[config.mk]
export PLATFORM = sky130hd
export DESIGN_NAME = alu_arbiter_ctrl
export DESIGN_NICKNAME = d
export VERILOG_FILES = /design/src/rtl/alu_ctrl_pkg.sv /design/src/rtl/alu_arbiter_ctrl_rr_arbiter_2.sv /design/src/rtl/alu_arbiter_ctrl.sv
export SDC_FILE = /design/constraint.sdc
export NUM_CORES = 1
export LEC_CHECK = 0
export BUFFER_PORTS_ARGS = -buffer_cell sky130_fd_sc_hd__clkbuf_2
export CAP_MARGIN = 0
export CORE_ASPECT_RATIO = 0.6
export CORE_MARGIN = 4
export CORE_UTILIZATION = 40
export CTS_CLUSTER_SIZE = 25
export DETAILED_ROUTE_END_ITERATION = 8
export PLACE_DENSITY = 0.82
export SLEW_MARGIN = 20
export SYNTH_ARGS = -nofsm -noshare
export SYNTH_HDL_FRONTEND = slang
export SYNTH_HIERARCHICAL = 1
export SYNTH_SLANG_ARGS = --single-unit
[constraint.sdc]
create_clock -name clk -period 1.8 [get_ports clk]
set_input_delay 0.36 -clock clk [delete_from_list [all_inputs] [get_ports clk]]
set_output_delay 0.36 -clock clk [all_outputs]
set_load 0.05 [all_outputs]
[src/rtl/alu_ctrl_pkg.sv]
// alu_ctrl_pkg: opcodes, controller state encoding and per-op latency
// lookup shared by the ALU arbitration controller and its arbiter.
package alu_ctrl_pkg;

   localparam logic [2:0] OP_ADD = 3'b000;
   localparam logic [2:0] OP_SUB = 3'b001;
   localparam logic [2:0] OP_MUL = 3'b010;
   localparam logic [2:0] OP_DIV = 3'b011;
   localparam logic [2:0] OP_AND = 3'b100;
   localparam logic [2:0] OP_OR  = 3'b101;
   localparam logic [2:0] OP_XOR = 3'b110;
   localparam logic [2:0] OP_NOT = 3'b111;

   localparam logic [1:0] ST_IDLE  = 2'd0;
   localparam logic [1:0] ST_ISSUE = 2'd1;
   localparam logic [1:0] ST_WAIT  = 2'd2;
   localparam logic [1:0] ST_RESP  = 2'd3;

   localparam int LAT_LOG_DEF = 1;
   localparam int LAT_MUL_DEF = 4;
   localparam int LAT_DIV_DEF = 16;

   // Cycles from alu_start until alu_result is valid for this op.
   function automatic int op_latency(
      input logic [2:0] op,
      input int         lat_log,
      input int         lat_mul,
      input int         lat_div
   );
      int lat;
      lat = lat_log;
      unique case (1'b1)
         (op == OP_MUL): lat = lat_mul;
         (op == OP_DIV): lat = lat_div;
         default:        lat = lat_log;
      endcase
      return lat;
   endfunction

   function automatic int max3(input int a, input int b, input int c);
      int m;
      m = a;
      if (b > m) m = b;
      if (c > m) m = c;
      return m;
   endfunction

endpackage

[src/rtl/alu_arbiter_ctrl_rr_arbiter_2.sv]
// rr_arbiter_2: two-way round-robin arbiter; the pointer only moves
// when both requesters contend, toward the one that just lost.
module rr_arbiter_2 (
   input  logic       clk,
   input  logic       reset,
   input  logic [1:0] req,
   input  logic       advance,
   output logic [1:0] grant
);

   logic ptr;

   // Grant the lone requester, or the favoured one on contention.
   always_comb begin
      grant = 2'b00;
      unique case (1'b1)
         (req == 2'b11): grant = ptr ? 2'b10 : 2'b01;
         (req == 2'b01): grant = 2'b01;
         (req == 2'b10): grant = 2'b10;
         default:        grant = 2'b00;
      endcase
   end

   // Hand priority to the loser after a contended grant is taken.
   always_ff @(posedge clk) begin
      if (reset) begin
         ptr <= 1'b0;
      end else if (advance && req == 2'b11) begin
         ptr <= grant[0];
      end
   end

endmodule

[src/rtl/alu_arbiter_ctrl.sv]
// alu_arbiter_ctrl: shares one ALU between two requesters, one op in flight.
// Optional ALU_DIV_ZERO_CHECK_EN: DIV by zero answered at once with err=1.
module alu_arbiter_ctrl
   import alu_ctrl_pkg::*;
#(
   parameter int W       = 16,
   parameter int LAT_LOG = LAT_LOG_DEF,
   parameter int LAT_MUL = LAT_MUL_DEF,
   parameter int LAT_DIV = LAT_DIV_DEF
) (
   input  logic         clk,
   input  logic         reset,

   input  logic         req0_valid,
   output logic         req0_ready,
   input  logic [2:0]   req0_op,
   input  logic [W-1:0] req0_a,
   input  logic [W-1:0] req0_b,

   input  logic         req1_valid,
   output logic         req1_ready,
   input  logic [2:0]   req1_op,
   input  logic [W-1:0] req1_a,
   input  logic [W-1:0] req1_b,

   output logic         alu_start,
   output logic [2:0]   alu_sel,
   output logic [W-1:0] alu_a,
   output logic [W-1:0] alu_b,
   input  logic [W-1:0] alu_result,

   output logic         rsp_valid,
   input  logic         rsp_ready,
   output logic         rsp_id,
   output logic [W-1:0] rsp_data,
   output logic         rsp_err
);

   localparam int LAT_MAX = max3(LAT_LOG, LAT_MUL, LAT_DIV);
   localparam int CW      = $clog2(LAT_MAX + 1);

   logic [1:0]   state;
   logic [CW-1:0] cnt;

   logic         idle;
   logic [1:0]   req;
   logic [1:0]   grant;
   logic         accept;
   logic         win_id;
   logic [2:0]   win_op;
   logic [W-1:0] win_a;
   logic [W-1:0] win_b;
   logic         win_dz;

   assign idle   = (state == ST_IDLE);
   assign req    = {req1_valid, req0_valid};
   assign accept = idle && (req != 2'b00);

   rr_arbiter_2 u_arb (
      .clk     (clk),
      .reset   (reset),
      .req     (req),
      .advance (accept),
      .grant   (grant)
   );

   assign req0_ready = idle && grant[0];
   assign req1_ready = idle && grant[1];

   assign win_id = grant[1];
   assign win_op = grant[1] ? req1_op : req0_op;
   assign win_a  = grant[1] ? req1_a  : req0_a;
   assign win_b  = grant[1] ? req1_b  : req0_b;

`ifdef ALU_DIV_ZERO_CHECK_EN
   assign win_dz = (win_op == OP_DIV) && (win_b == '0);
`else
   assign win_dz = 1'b0;
`endif

   assign alu_start = (state == ST_ISSUE);
   assign rsp_valid = (state == ST_RESP);

   // Sequence one op: accept, issue, wait out latency, hold response.
   always_ff @(posedge clk) begin
      if (reset) begin
         state    <= ST_IDLE;
         cnt      <= '0;
         alu_sel  <= '0;
         alu_a    <= '0;
         alu_b    <= '0;
         rsp_id   <= 1'b0;
         rsp_data <= '0;
         rsp_err  <= 1'b0;
      end else begin
         unique case (state)
            ST_IDLE: begin
               if (accept) begin
                  alu_sel <= win_op;
                  alu_a   <= win_a;
                  alu_b   <= win_b;
                  rsp_id  <= win_id;
                  if (win_dz) begin
                     rsp_data <= '1;
                     rsp_err  <= 1'b1;
                     state    <= ST_RESP;
                  end else begin
                     state <= ST_ISSUE;
                  end
               end
            end
            ST_ISSUE: begin
               cnt   <= CW'(op_latency(alu_sel, LAT_LOG,
                                       LAT_MUL, LAT_DIV));
               state <= ST_WAIT;
            end
            ST_WAIT: begin
               cnt <= cnt - 1'b1;
               if (cnt == CW'(1)) begin
                  rsp_data <= alu_result;
                  rsp_err  <= 1'b0;
                  state    <= ST_RESP;
               end
            end
            ST_RESP: begin
               if (rsp_ready) begin
                  state <= ST_IDLE;
               end
            end
         endcase
      end
   end

endmodule

==> results of run 1 <==
[final timing paths]
kind                       from            to  slack [ns]  cells past startpoint
setup / recovery       state[0]    req1_ready        0.06                      4
hold / removal    alu_result[3]   rsp_data[3]        0.28                      3
setup reg to reg       state[0]  rsp_data[12]        0.19                      5
hold reg to reg    rsp_data[14]  rsp_data[14]        0.48                      2
[kinds of logic after synthesis]
kind of cell	share of synthesized area
simple gates	0.1347
other cells	0.001369
buf+inv	0.05662
mux	0.1406
flops	0.4384
compound gates	0.2009
fa+ha+maj	0.02740
[registers in the layout (all words and copies together) (netlist names)]
name,flops
alu_a,16
alu_b,16
alu_sel,3
cnt,5
rsp_data,16
rsp_id,1
state,2
u_arb/ptr,1
[synth_stat cells (4+ instances only)]
master and count:
buf_2 10, o21ai_0 18, nor2_1 37, mux2i_1 37, ha_1 6, inv_1 10
clkbuf_1 15, a21oi_1 18, a211oi_1 35, and2_1 4, dfxtp_1 60, nand3_1 18
nand2_1 7
[timing repair]
item                                   CTS  global route
gates resized for setup                  2             3
endpoints found under the hold margin    0             0
setup endpoints to repair                1            18
[worst min-delay path, delay by kind of cell]
family,cells,cell delay (ns)
AOI/OAI and AO/OA,1,0.05
buffers and inverters,1,0.08
and+or+nand+nor,1,0.05
[cell type report]
type	count	area (um2)
Fill cell	590	2825
Multi-Input combinational cell	206	1400
Sequential cell	60	1204
Timing Repair Buffer	153	810.8
Clock buffer	11	232.7
Tap cell	87	108.9
Inverter	10	37.54
Clock inverter	5	28.78
[power by group through the flow]
stage	sequential, uW	combinational [uW]	clock (uW)
after floorplan	3090	1210	0
after global routing	2000	3320	1580
after CTS	1950	3100	1520
after global placement	1950	3030	0
final	1950	3080	1470
after detailed placement	1970	3090	0
[metrics by stage]
stage / util / worst slack (ns) / std cells / total power [uW]
3_5_place_dp: 0.5345 / 0.04736 / 516 / 5060
3_3_place_gp: 0.5345 / 0.2123 / 516 / 4975
5_1_grt: 0.5750 / 0.01519 / 532 / 6906
4_1_cts: 0.5744 / 0.01337 / 532 / 6568
6_report: 0.5750 / 0.05520 / 532 / 6498
2_1_floorplan: - / 0.04097 / 303 / 4296
[per-layer routing]
layer  up-vias  GRT usage  wire length [um]
met5         -          0                 0
met4         0    0.04557                31
met3         5    0.06250               835
met2       135     0.2724              3266
met1      1189     0.2272              3148
li1       1361          -                 -
==> results.py, run 1 <==
metrics = {
    "synth": {
        "yosysUniqueCellTypes": 35,
        "syn_inst": 303,
        "syn_nets": 400,
        "synth_seq_cells": 60,
        "synth_area_leader_cell": "dfxtp_1",
        "synth_edf_count": 0,
        "synthesis.area_um2": 2740,
        "yosysWarnings": 6,
        "async_flop_share": 0,
        "syn_area_per_cell_um2": 9.043,
        "yosysTopAreaCellShare": 0.4384,
        "ys_seq_area_frac": 0.4384,
        "synth_flop_cell": "dfxtp_1",
        "ys_top_cells_by_area": "dfxtp_1 44%, mux2i_1 14%, a211oi_1 9.6%, nor2_1 5.1%, a21oi_1 3.3%",
    },
    "critical_path": {
        "start_kind": "register",
        "crit_path_end_kind": "output pin",
        "critical_path_buf_inv_count": 2,
        "slowest_stage": "dfxtp_2",
        "crit_family": "flip-flops",
        "cp_cell_sequence": "inv_1 -> ha_1 -> and2_2 -> clkbuf_4",
        "worstPathRequired_ns": 1.44,
        "worst_ep_arrival_time_ns": 1.38,
        "critPathKind": "reg -> out",
        "crit_fanout": 5,
        "cp_slowest_stage_delay_ns": 0.36,
    },
    "flow_run": {
        "maxCapViolCount": 0,
    },
    "grt": {
        "overflow": 0,
        "grt_pass1_wl_mm": 11.65,
        "antenna_found_initial": 0,
        "grt_usage": 0.1732,
        "grt_max_degree": 71,
        "grt_pass1_vias": 2502,
    },
    "pwr": {
        "switchingPower_uw": 3024,
        "seq_power_share": 0.300,
        "comb_power_share": 0.474,
        "power.leakage_uw": 0.001775,
        "peakVddDrop_mv": 0.7940,
        "powerDensity_nw_per_um2": 1700,
        "p_int_uw": 3474,
        "switching_share": 0.4654,
        "pwr-share-clk": 0.226,
    },
    "cts": {
        "cts_root_buf": "clkbuf_16",
        "cts.reportedPaths.clkPinSlew_ns": 0.05,
        "cts.path.max_buffers": 2,
        "cts_tree": "done",
        "htree_levels": 3,
        "clock_latency_ns": 0.31,
        "cts_setup_buffers": 0,
        "numClockSinks": 60,
        "numCtsBuffers": 9,
        "hold_buffers": 0,
    },
    "sta": {
        "fin_skew_ns": 0.009312,
        "fin_crit_sh": 0.9693,
        "setup_tns_ns": 0,
        "rsz0062_at_grt": "false",
        "fmax_mhz": 573.1,
        "finalMaxSlewViolations": 0,
        "period_needed_ns": 1.745,
        "hold_viol": 0,
        "finalSetupViolations": 0,
        "whs_ns": 0.2772,
    },
    "drt": {
        "dr_total_vias": 2690,
        "initialDrtViolationCount": 174,
        "drtPass1Iterations": 4,
        "drc": 0,
        "ant_nets": 0,
        "finalWirelength_mm": 7.282,
        "via_per_inst": 5.056,
        "wl_per_cell_um": 13.69,
    },
    "floorplan": {
        "dieArea_um2": 8282,
        "core_um2": 6648,
        "io_pins": 148,
        "die_y_um": 72.11,
        "start_util": 0.4122,
        "fp-row-count": 23,
        "dieWidth_um": 114.9,
    },
    "final_layout": {
        "drive_gt1_frac": 0.3955,
        "final_area_um2": 3822,
        "antennaDiodeCount": 0,
        "layout.nets": 537,
        "final_common_cell": "clkbuf_2",
        "layout_common_cells": "144 x clkbuf_2, 58 x dfxtp_1, 37 x mux2i_1, 37 x nor2_1, 35 x a211oi_1",
        "syn_to_final_growth_pct": 39.50,
    },
    "placement": {
        "io_buffer_count": 146,
        "gp_congestion": 0.8749,
        "dp_hpwl_mm": 5.608,
        "dpl_cell_area_um2": 3553,
    },
    "run_status": {
        "status": "complete, no violations",
    },
    "worst_hold_path": {
        "holdCritPathClass": "in -> reg",
    },
}
Note: power is estimated with default switching activity, not from simulation.
==> run 2, diff against run 1 <==
--- a/config.mk
+++ b/config.mk
@@ -5,14 +5,14 @@
 export SDC_FILE = /design/constraint.sdc
 export NUM_CORES = 1
 export LEC_CHECK = 0
-export BUFFER_PORTS_ARGS = -buffer_cell sky130_fd_sc_hd__clkbuf_2
 export CAP_MARGIN = 0
 export CORE_ASPECT_RATIO = 0.6
 export CORE_MARGIN = 4
-export CORE_UTILIZATION = 40
+export CORE_UTILIZATION = 52
 export CTS_CLUSTER_SIZE = 25
 export DETAILED_ROUTE_END_ITERATION = 8
-export PLACE_DENSITY = 0.82
+export DONT_BUFFER_PORTS = 1
+export PLACE_DENSITY = 0.76
 export SLEW_MARGIN = 20
 export SYNTH_ARGS = -nofsm -noshare
 export SYNTH_HDL_FRONTEND = slang
==> run 2 against run 1 <==
Effect of this change:
- critical path depth is 1 lower
- via count is 21% lower
- critical endpoint unchanged
- largest cell class unchanged
- total power is 13% lower
- global-route usage is 1.4 points higher
==> results.py, run 2 (synthesis gave the netlist of run 1 again) <==
metrics = {
    "drt": {
        "drc": 0,
        "initialDrtViolationCount": 98,
        "wl_per_cell_um": 16.91,
        "drtPass1Iterations": 4,
        "dr_total_vias": 2119,
        "finalWirelength_mm": 6.205,
        "ant_nets": 0,
        "via_per_inst": 5.774,
    },
    "critical_path": {
        "crit_path_end_kind": "output pin",
        "r2r_setup_slack_ns": 0.24,
        "cp_slowest_stage_delay_ns": 0.37,
        "ff2ff_path_depth": 5,
        "critical_path_buf_inv_count": 1,
        "critPathKind": "reg -> out",
        "crit_family": "flip-flops",
        "worstPathRequired_ns": 1.44,
        "crit_fanout": 4,
        "reg2reg_from": "state[1]",
        "start_kind": "register",
        "cp_cell_sequence": "inv_1 -> a21boi_4 -> and2_4",
        "worst_ep_arrival_time_ns": 1.35,
        "reg2reg_to": "cnt[4]",
        "slowest_stage": "dfxtp_1",
    },
    "cts": {
        "cts_tree": "done",
        "htree_levels": 3,
        "cts.path.max_buffers": 2,
        "cts.reportedPaths.clkPinSlew_ns": 0.07,
        "numCtsBuffers": 9,
        "cts_setup_buffers": 0,
        "cts_root_buf": "clkbuf_8",
        "clock_latency_ns": 0.32,
        "numClockSinks": 60,
    },
    "final_layout": {
        "layout_common_cells": "58 x dfxtp_1, 37 x mux2i_1, 37 x nor2_1",
        "layout.nets": 394,
        "reg_top3": "alu_a x16, alu_b x16, rsp_data x16",
        "final_common_cell": "dfxtp_1",
        "fillerInstances": 449,
        "drive_gt1_frac": 0.1096,
        "final_area_um2": 2995,
        "antennaDiodeCount": 0,
        "syn_to_final_growth_pct": 9.315,
    },
    "sta": {
        "worst_pin_slew_ns": 0.6244,
        "finalSetupViolations": 0,
        "whs_ns": 0.1095,
        "rsz0062_at_grt": "false",
        "period_needed_ns": 1.712,
        "hold_viol": 0,
        "fin_skew_ns": 0.009965,
        "finalMaxSlewViolations": 0,
        "fin_crit_sh": 0.9513,
        "setup_tns_ns": 0,
        "fmax_mhz": 584.0,
        "relSlewSlack": 0.5832,
    },
    "worst_hold_path": {
        "hold_end": "alu_a[13]",
        "holdCritPathClass": "in -> reg",
        "holdPathStages": 1,
        "min_from": "reset",
    },
    "floorplan": {
        "core_um2": 5080,
        "die_y_um": 64.23,
        "dieWidth_um": 101.7,
        "fp-row-count": 20,
        "start_util": 0.5394,
        "io_pins": 148,
        "dieArea_um2": 6533,
    },
    "grt": {
        "grt_max_degree": 65,
        "antenna_found_initial": 0,
        "overflow": 0,
        "grt_pass1_wl_mm": 9.680,
        "grt_pass1_vias": 1953,
        "grt_usage": 0.1870,
    },
    "pwr": {
        "power.leakage_uw": 0.001118,
        "peakVddDrop_mv": 0.8035,
        "powerDensity_nw_per_um2": 1888,
    },
    "run_status": {
        "status": "complete, no violations",
    },
    "flow_run": {
        "maxCapViolCount": 0,
    },
    "placement": {
        "dp_hpwl_mm": 4.523,
        "io_buffer_count": 0,
        "gp_congestion": 0.8425,
        "dpl_cell_area_um2": 2824,
    },
}
run 2: cell count changes in the layout (fill, tap and decap cells not counted), moves of 2 or more:
cell	change
clkbuf_16	-9
clkbuf_8	+10
clkbuf_2	-144
clkinv_2	-2
buf_4	+3
run 2: per-layer routing:
layer	routed length [um]	global-route usage
met3	722	0.08397
met4	46	0.04478
met2	2763	0.2752
met5	0	0
met1	2673	0.2495
run 2: how the worst max path moves through the flow:
| stage | depth (start not counted) | endpoint | start | slack, ns |
|---|---|---|---|---|
| after global placement | 5 | cnt[4] | state[0] | 0.30 |
| after CTS | 3 | req1_ready | u_arb/ptr | 0.006 |
| final | 3 | req1_ready | u_arb/ptr | 0.09 |
| after detailed placement | 5 | cnt[4] | state[1] | 0.19 |
| after global routing | 3 | req1_ready | u_arb/ptr | 0.01 |
| after floorplan | 7 | u_arb/ptr | state[0] | 0.04 |
run 2: final cells by class:
cell class / instances / area (um2) / share of cell area
clock buffers: 11 / 141.4 / 0.04720
clock inverters: 4 / 26.28 / 0.008772
inverters: 10 / 37.54 / 0.01253
multi-input cells: 206 / 1404 / 0.4687
flip-flops and latches: 60 / 1204 / 0.4018
well taps: 66 / 82.58 / 0.02757
repair buffers: 10 / 100.1 / 0.03342
run 2: power by group:
part / internal [uW] / total (uW) / leakage (uW) / switching (uW)
combinational: 594 / 1510 / 0.000538 / 921
clock: 526 / 1010 / 0.0000852 / 480
sequential: 1710 / 3130 / 0.000494 / 1420
run 2: what timing repair did:
action,4_1_cts,5_1_grt
hold buffers,0,0
setup endpoints to repair,0,2
endpoints found under the hold margin,0,0
gates resized for setup,0,3
run 2: stage by stage:
step             util  setup WS (ns)  power (uW)  cells
3_5_place_dp   0.5559         0.1870        4677    352
5_1_grt        0.5897        0.01105        6006    367
4_1_cts        0.5889       0.005945        5691    367
2_1_floorplan       -        0.04097        4296    303
6_report       0.5897        0.08759        5654    367
3_3_place_gp   0.5559         0.3022        4618    352
run 2: worst reg2reg max path, delay by kind of cell, from the launching register on:
family / cells / cell delay (ns)
AOI/OAI and AO/OA: 1 / 0.17
adders and majority gates: 1 / 0.44
buffers and inverters: 1 / 0.07
DFF: 1 / 0.36
and+or+nand+nor: 2 / 0.45
==> run 3, diff against run 2 <==
==> constraint.sdc (replaced) <==
create_clock -name clk -period 1.8 [get_ports clk]
set_input_delay 0.36 -clock clk [delete_from_list [all_inputs] [get_ports clk]]
set_output_delay 0.36 -clock clk [all_outputs]
set_load 0.1 [all_outputs]
==> run 3 against run 2 <==
Effect of this change:
- design area increased by 15%
- clock-buffer cell count increased by 2
- first-iteration DRC count decreased by 5.1%
- worst setup slack improved by 0.0087 ns
- combinational power increased to 3.1 times the previous value
- critical path depth increased by 1
- fmax increased by 0.51%
- highest routed layer unchanged
- total power increased by 37%
- routed wire length increased by 7.4%
- via count increased by 10%
- largest power group is now combinational cells
- cell count increased by 14%
- critical path type unchanged
- utilization increased by 8.7 points
==> results.py, run 3 (synthesis gave the netlist of run 1 again) <==
metrics = {
    "run_status": {
        "status": "complete, no violations",
    },
    "worst_hold_path": {
        "holdCritPathClass": "in -> reg",
        "holdPathStages": 1,
        "hold_end": "alu_a[9]",
        "min_from": "reset",
    },
    "critical_path": {
        "worst_ep_arrival_time_ns": 1.34,
        "r2r_setup_slack_ns": 0.16,
        "critPathKind": "reg -> out",
        "worstPathRequired_ns": 1.44,
        "crit_path_end_kind": "output pin",
        "start_kind": "register",
        "ff2ff_path_depth": 5,
        "reg2reg_from": "state[0]",
        "crit_fanout": 5,
        "reg2reg_to": "cnt[2]",
    },
    "floorplan": {
        "fp-row-count": 20,
        "core_um2": 5080,
        "die_y_um": 64.23,
        "io_pins": 148,
        "dieArea_um2": 6533,
        "start_util": 0.5394,
        "dieWidth_um": 101.7,
    },
    "cts": {
        "cts_setup_buffers": 0,
        "htree_levels": 3,
        "cts_tree": "done",
        "clock_latency_ns": 0.32,
        "cts.path.max_buffers": 2,
        "cts.reportedPaths.clkPinSlew_ns": 0.06,
        "cts_root_buf": "clkbuf_8",
        "numClockSinks": 60,
        "numCtsBuffers": 9,
    },
    "drt": {
        "finalWirelength_mm": 6.663,
        "via_per_inst": 5.593,
        "initialDrtViolationCount": 93,
        "wl_per_cell_um": 15.94,
        "drtPass1Iterations": 4,
        "ant_nets": 0,
        "dr_wl_met3_um": 644,
        "met2_length_mm": 3.063,
        "dr_total_vias": 2338,
        "top_layer": "met4",
        "route.layer.met1.wl_mm": 2.841,
        "drc": 0,
    },
    "placement": {
        "io_buffer_count": 0,
        "dp_hpwl_mm": 4.833,
        "gp_congestion": 0.8129,
    },
    "sta": {
        "fin_skew_ns": 0.007015,
        "whs_ns": 0.1042,
        "setup_tns_ns": 0,
        "finalMaxSlewViolations": 0,
        "finalSetupViolations": 0,
        "hold_viol": 0,
        "fmax_mhz": 587.0,
        "period_needed_ns": 1.704,
        "fin_crit_sh": 0.9465,
        "rsz0062_at_grt": "false",
    },
    "final_layout": {
        "drive_gt1_frac": 0.2443,
        "fillerInstances": 425,
        "layout.nets": 446,
        "reg_top3": "alu_a x16, alu_b x16, rsp_data x16",
        "final_common_cell": "buf_4",
        "syn_to_final_growth_pct": 25.53,
        "antennaDiodeCount": 0,
        "layout_common_cells": "59 x buf_4, 58 x dfxtp_1, 37 x mux2i_1, 37 x nor2_1, 35 x a211oi_1",
    },
    "pwr": {
        "p_int_uw": 3500,
        "peakVddDrop_mv": 1.067,
        "switchingPower_uw": 4259,
        "switching_share": 0.5489,
        "seq_power_share": 0.243,
        "powerDensity_nw_per_um2": 2256,
        "pwr-share-clk": 0.161,
        "comb_power_share": 0.596,
        "power.leakage_uw": 0.001413,
    },
    "grt": {
        "grt_pass1_wl_mm": 10.64,
        "antenna_found_initial": 0,
        "grt_pass1_vias": 2235,
        "grt_max_degree": 61,
        "overflow": 0,
        "grt_usage": 0.2066,
    },
    "flow_run": {
        "maxCapViolCount": 0,
    },
}
run 3: layer usage:
metal,vias up,track usage
met3,14,0.07088
met4,0,0.08126
li1,1174,-
met5,-,0
met2,95,0.3306
met1,1055,0.2545
run 3: how the worst max path moves through the flow:
stage                         from     endpoint  slack (ns)  cells past startpoint
after floorplan           state[0]    u_arb/ptr        0.03                      7
after global placement    state[0]  rsp_data[4]        0.31                      6
after detailed placement  state[1]       cnt[4]        0.17                      5
after CTS                 state[1]   req0_ready       0.005                      4
after global routing      state[1]   req0_ready       0.006                      4
final                     state[0]   req0_ready         0.1                      4
run 3: worst max-delay path, stage by stage, from the launching register on:
cell and delay, ns:
dfxtp_2 0.34, inv_1 0.09, ha_2 0.22, and2_1 0.19, buf_12 0.19
run 3: timing repair:
| action | CTS | global route |
|---|---|---|
| gates resized for setup | 0 | 3 |
| hold buffers | 0 | 0 |
| endpoints found under the setup margin | 0 | 2 |
run 3: through the flow:
stage | utilization | setup WS (ns) | power [uW] | instance area (um2) | cells
6_report | 0.6771 | 0.09629 | 7759 | 3440 | 418
2_1_floorplan | - | 0.02866 | 5639 | 2745 | 303
5_1_grt | 0.6771 | 0.006155 | 8145 | 3440 | 418
3_5_place_dp | 0.6350 | 0.1716 | 6530 | 3226 | 404
3_3_place_gp | 0.6350 | 0.3113 | 6461 | 3226 | 404
4_1_cts | 0.6761 | 0.004814 | 7800 | 3435 | 418
run 3: layout make-up:
class                      count  area, um2  share of cell area
multi-input combinational    206       1404              0.4081
sequential                    60       1204              0.3499
timing repair buffer          62      503.0              0.1462
clock buffer                  13      178.9             0.05202
tap                           66      82.58             0.02401
inverter                      10      37.54             0.01091
clock inverter                 1      30.03            0.008730
run 3: power groups by stage:
stage                     logic, uW  registers (uW)  clock network, uW
after floorplan                1310            4330                  0
after global placement         4570            1890                  0
after detailed placement       4620            1910                  0
after CTS                      4630            1880               1290
after global routing           4880            1930               1340
final                          4630            1890               1250
